File: src/rtl/berger_pkg.sv
// Shared definitions for the Berger-coded word memory read-side checker.
// A stored word is {payload[7:0], check[3:0]}; the check field holds the
// number of zero bits in the payload.
package berger_pkg;

    localparam int DATA_W = 8;
    localparam int CHK_W  = 4;
    localparam int DEPTH  = 16;
    localparam int ADDR_W = 4;

    // Full stored word width and the width of the violation counter, which
    // must be able to hold DEPTH itself (every entry failing).
    localparam int WORD_W    = DATA_W + CHK_W;
    localparam int ERR_CNT_W = ADDR_W + 1;

    // Background sweep phases.
    typedef enum logic [1:0] {
        IDLE = 2'd0,
        SCAN = 2'd1,
        DONE = 2'd2
    } scrub_state_e;

    // Count of zero bits in a payload; this is the value a good word carries
    // in its check field. The result never exceeds DATA_W.
    function automatic logic [CHK_W-1:0] berger_zeros(input logic [DATA_W-1:0] data);
        logic [CHK_W-1:0] n;
        n = '0;
        for (int i = 0; i < DATA_W; i++) begin
            if (!data[i]) begin
                n = n + CHK_W'(1);
            end
        end
        return n;
    endfunction

endpackage

File: src/rtl/berger_check.sv
// Combinational Berger check of one stored word. Check values above DATA_W
// can never equal a zero count, so they always report an error.
module berger_check
    import berger_pkg::*;
(
    input  logic [WORD_W-1:0] word,
    output logic              err
);

    logic [DATA_W-1:0] payload;
    logic [CHK_W-1:0]  check;

    // Split the word and compare the stored check against the recomputed one.
    always_comb begin
        payload = word[WORD_W-1:CHK_W];
        check   = word[CHK_W-1:0];
        err     = (check != berger_zeros(payload));
    end

endmodule

File: config.mk
export PLATFORM = sky130hd
export DESIGN_NAME = berger_check
export DESIGN_NICKNAME = d
export VERILOG_FILES = /design/src/rtl/berger_pkg.sv /design/src/rtl/berger_check.sv
export SDC_FILE = /design/constraint.sdc
export NUM_CORES = 1
export LEC_CHECK = 0
export BUFFER_PORTS_ARGS = -buffer_cell sky130_fd_sc_hd__buf_4
export CAP_MARGIN = 40
export CORE_MARGIN = 2
export CORE_UTILIZATION = 40
export DETAILED_ROUTE_END_ITERATION = 10
export PLACE_DENSITY = 0.63
export SLEW_MARGIN = 20
export SYNTH_ARGS = -nofsm -noshare
export SYNTH_HDL_FRONTEND = slang
export SYNTH_SLANG_ARGS = --single-unit
File: constraint.sdc
create_clock -name vclk -period 8.2
set_input_delay 0.41 -clock vclk [all_inputs]
set_output_delay 0.41 -clock vclk [all_outputs]
set_load 0.02 [all_outputs]
=== Yosys cells after proc, flatten, opt, wreduce, memory -nomap -nowiden ===
Cells that the tools add are included.

* Register bits after elaboration: 0
* Bits of input ports: 12
* Output and inout port bits: 1
* Logic and storage cells: 16

* Add/subtract/negate cells: 7
* Eq/ne operators: 1
* Mux-type cells: 8

{| class="wikitable"
|+ Operator list
! cell !! number
|-
| 4-bit by 1-bit adder with 4-bit output (second input constant) || 7
|-
| 4-bit two-way mux || 7
|-
| 4-bit inequality test || 1
|-
| 1-bit two-way mux || 1
|}

=== Depth between registers and ports, before layout ===
* Depth after elaboration: 16
* Depth in mapped cells: 21
* Mapped depth without buffers: 21

=== Worst setup path after synthesis ===
OpenSTA, ideal clock, no wires.

* Kind: input to output
* From: in word[4]
* To: out err
* Arrival time: 3.615 ns
* Data required time: 7.790 ns
* Path slack: 4.175 ns
* Stages: 17
* Buffers on the path: 0
* Path through: inv_1 > ha_1 > xor3_4 > ha_1 > nor2_1 > nor2_1 > ha_1 > nand2b_1 > o31a_1 > inv_1 > ha_1 > nor2_1 > a21oi_1 > ha_1 > mux2i_1 > xor2_1 > nand3_1

* Cells in the longest elaborated chain, start to end: 16

{| class="wikitable"
|+ RTL lines
! item !! line !! RTL
|-
| from (decl) || berger_check.sv:6 || <nowiki>input logic [WORD_W-1:0] word,</nowiki>
|-
| 1-bit two-way mux * || berger_pkg.sv:29 || <nowiki>if (!data[i]) begin</nowiki>
|-
| 4-bit by 1-bit adder with 4-bit output || berger_pkg.sv:30 || <nowiki>n = n + CHK_W'(1);</nowiki>
|-
| 4-bit two-way mux * || berger_pkg.sv:29 ||
|-
| 4-bit by 1-bit adder with 4-bit output || berger_pkg.sv:30 ||
|-
| 4-bit two-way mux * || berger_pkg.sv:29 ||
|-
| 4-bit by 1-bit adder with 4-bit output || berger_pkg.sv:30 ||
|-
| 4-bit two-way mux * || berger_pkg.sv:29 ||
|-
| 4-bit by 1-bit adder with 4-bit output || berger_pkg.sv:30 ||
|-
| 4-bit two-way mux * || berger_pkg.sv:29 ||
|-
| 4-bit by 1-bit adder with 4-bit output || berger_pkg.sv:30 ||
|-
| 4-bit two-way mux * || berger_pkg.sv:29 ||
|-
| 4-bit by 1-bit adder with 4-bit output || berger_pkg.sv:30 ||
|-
| 4-bit two-way mux * || berger_pkg.sv:29 ||
|-
| 4-bit by 1-bit adder with 4-bit output || berger_pkg.sv:30 ||
|-
| 4-bit two-way mux * || berger_pkg.sv:29 ||
|-
| 4-bit inequality test * || berger_check.sv:17 || <nowiki>err = (check != berger_zeros(payload));</nowiki>
|-
| to (decl) || berger_check.sv:7 || <nowiki>output logic err</nowiki>
|}

Every way passes the cells marked *; elsewhere a longest branch is shown, timed or not.

=== Worst setup path in the final report ===
Same ends and word-level chain as after synthesis.

==> metrics.md <==
| Metric | Value |
|---|---|
| Sw frac | 0.485 |
| Total negative slack | 0 ns |
| Post-CTS Setup Inserts | 0 |
| Num ports | 13 |
| Combinational Power Share | 1.000 |
| Via count | approximately 530 |
| Syn_nets | 96 |
| Slew headroom | 0.701 |
| HP Class | input port to output port |
| Layout area overhead | 15.9% |
| Largest net degree at the start of global routing | 10 |
| Commonest non-fill, non-tap cells in the layout | buf_4, inv_1, xnor2_1 |
| Syn. warnings | 0 |
| Crit start category | input port |
| VDD IR max | about 0.08 mV |
| Max-Cap Viols | 0 |
| Crit path to | err |
| Critical-path maximum fanout | 7 |
| CLK BUF | 0 |
| Post-CTS Hold Buffers | 0 |
| Worst Setup SP | word[4] |
| Initial antenna violation count | 0 |
| Final Critical Period | about 4.4 ns |
| Status | finished clean |
| Routed Antenna Nets | 0 |
| Die area | 1840 µm² |
| Final Hold Violating Endpoints | 0 |
| Die X | roughly 43 µm |
| Vias per cell | ~5.1 |
| F_max | 227 MHz |
| Leakage | between 0.3 and 0.4 nW |
| Critical Path End Type | output port |
| Routed wire length | roughly 1000 µm |
| Post-synthesis area per instance | roughly 7.9 µm² |
| Setup CP Type | input port to output port |
| Unique masters post-synth | 30 |
| Period utilisation layout | 0.536 |
| Core area | approximately 1500 µm² |
| Register share of total power | 0 |
| Share of layout cells above drive strength 1 | 0.207 |
| Antenna cell count | 0 |
| Gr ovfl total | 0 |
| Slew @ Worst Pin | between 0.4 and 0.5 ns |
| GRT Util Overall | 0.127 |
| Final Wtd Congestion | approximately 0.76 |
| Syn Inst Count | 77 |
| Unrepaired setup endpoints after global routing | false |
| Hold slack | 1.16 ns |
| Routed length per instance | about 9.7 µm |
| Dpl hpwl | 908 µm |
| Most common cell after layout, fill and taps aside | buf_4 |
| Fin nets | roughly 110 |
| CP required | between 7 and 8 ns |
| Register area share after synthesis | 0 |
| Count of port buffers added during placement | 13 |
| Remaining DRCs | 0 |
| Sw Pwr | around 0.047 mW |
| Die Ht | roughly 43 µm |
| Mapped cell area | 606 µm² |
| Initial core utilization | 0.417 |
| First-pass GRT wire length | ~2 mm |
| # resized after CTS | 0 |
| Crit path DAT | around 4 ns |
| FF/Latch Area | 0 µm² |
| Final setup vio count | 0 |
| Clock Power Share | 0 |
| Multi-input gate area | about 550 µm² |
| Number of sequential cells | 0 |
| Vias in the first global route | between 400 and 500 |
| DR pass1 iterations | 4 |
| DR iter-0 viols | 7 |
| Power Dens Cells | between 100 and 150 nW/µm² |
| Fill cells | around 150 |
| Int Pwr | 0.0498 mW |
| # rows | 14 |
| Final Max Slew Viols | 0 |
-- logic make-up after synthesis --
group                    count (synthesis)  share of synthesized area
AO/OA/AOI/OAI                           13                      0.178
XOR/XNOR                                16                      0.322
adder cells (fa/ha/maj)                  7                      0.145
buffers and inverters                   12                     0.0909
multiplexers                             1                     0.0165
AND/OR/NAND/NOR                         28                      0.248
-- how the worst min path moves through the flow --
stage | start | end | slack (ns) | cells past startpoint
5_1_grt | word[1] | err | 1.18 | 4
3_5_place_dp | word[1] | err | 1.17 | 4
6_report | word[1] | err | 1.16 | 4
4_1_cts | word[1] | err | 1.17 | 4
3_3_place_gp | word[1] | err | 1.16 | 4
2_1_floorplan | word[1] | err | 1.04 | 2
-- synth_stat cells, drive strengths merged (2+ instances only) --
| library cell | number | area share |
|---|---|---|
| a21oi | 2 | 0.017 |
| buf | 3 | 0.035 |
| ha | 7 | 0.14 |
| inv | 9 | 0.056 |
| nand2 | 3 | 0.019 |
| nand2b | 3 | 0.031 |
| nand3 | 6 | 0.050 |
| nor2 | 7 | 0.043 |
| nor2b | 5 | 0.052 |
| nor3b | 2 | 0.025 |
| o31a | 2 | 0.029 |
| xnor2 | 9 | 0.14 |
| xor2 | 4 | 0.058 |
| xor3 | 2 | 0.085 |
-- cell type report --
class,count,area share
inverters,9,0.0481
multi-input cells,65,0.784
well taps,16,0.0285
repair buffers,13,0.139
-- power groups by stage --
stage / logic (mW) / registers [mW] / clock network [mW]
detailed placement: 0.0975 / 0 / 0
global route: 0.111 / 0 / 0
floorplan: 0.0801 / 0 / 0
finish: 0.0967 / 0 / 0
global placement: 0.0959 / 0 / 0
CTS: 0.0979 / 0 / 0
-- critical path, cell delays in order --
cell and delay, ns:
buf_4 0.09, inv_1 0.03, ha_1 0.35, xor3_4 0.60, ha_1 0.35, nor2_1 0.14
nor2_1 0.06, ha_1 0.26, nand2b_1 0.11, o31a_1 0.20, inv_1 0.06, ha_1 0.28
nor2_1 0.05, a21oi_1 0.17, ha_1 0.26, mux2i_1 0.16, xor2_1 0.16, nand3_1 0.09
buf_4 0.16
-- stage by stage --
stage / cell area [µm²] / utilization / instances / worst slack (ns) / total power, mW
2_1_floorplan: 606 / - / 77 / 4.18 / 0.0801
3_3_place_gp: 702 / 0.483 / 103 / 3.84 / 0.0959
3_5_place_dp: 702 / 0.483 / 103 / 3.77 / 0.0975
4_1_cts: 702 / 0.483 / 103 / 3.77 / 0.0979
5_1_grt: 702 / 0.483 / 103 / 3.50 / 0.111
6_report: 702 / 0.483 / 103 / 3.80 / 0.0967
-- metal layers --
layer / wire length [µm] / vias up / GRT usage
met5: 0 / - / 0
met4: 0 / 0 / 0
met3: 10 / 0 / 0
met2: 472 / 3 / 0.200
met1: 516 / 237 / 0.203
li1: - / 288 / -
(Power assumes the default switching activity.)
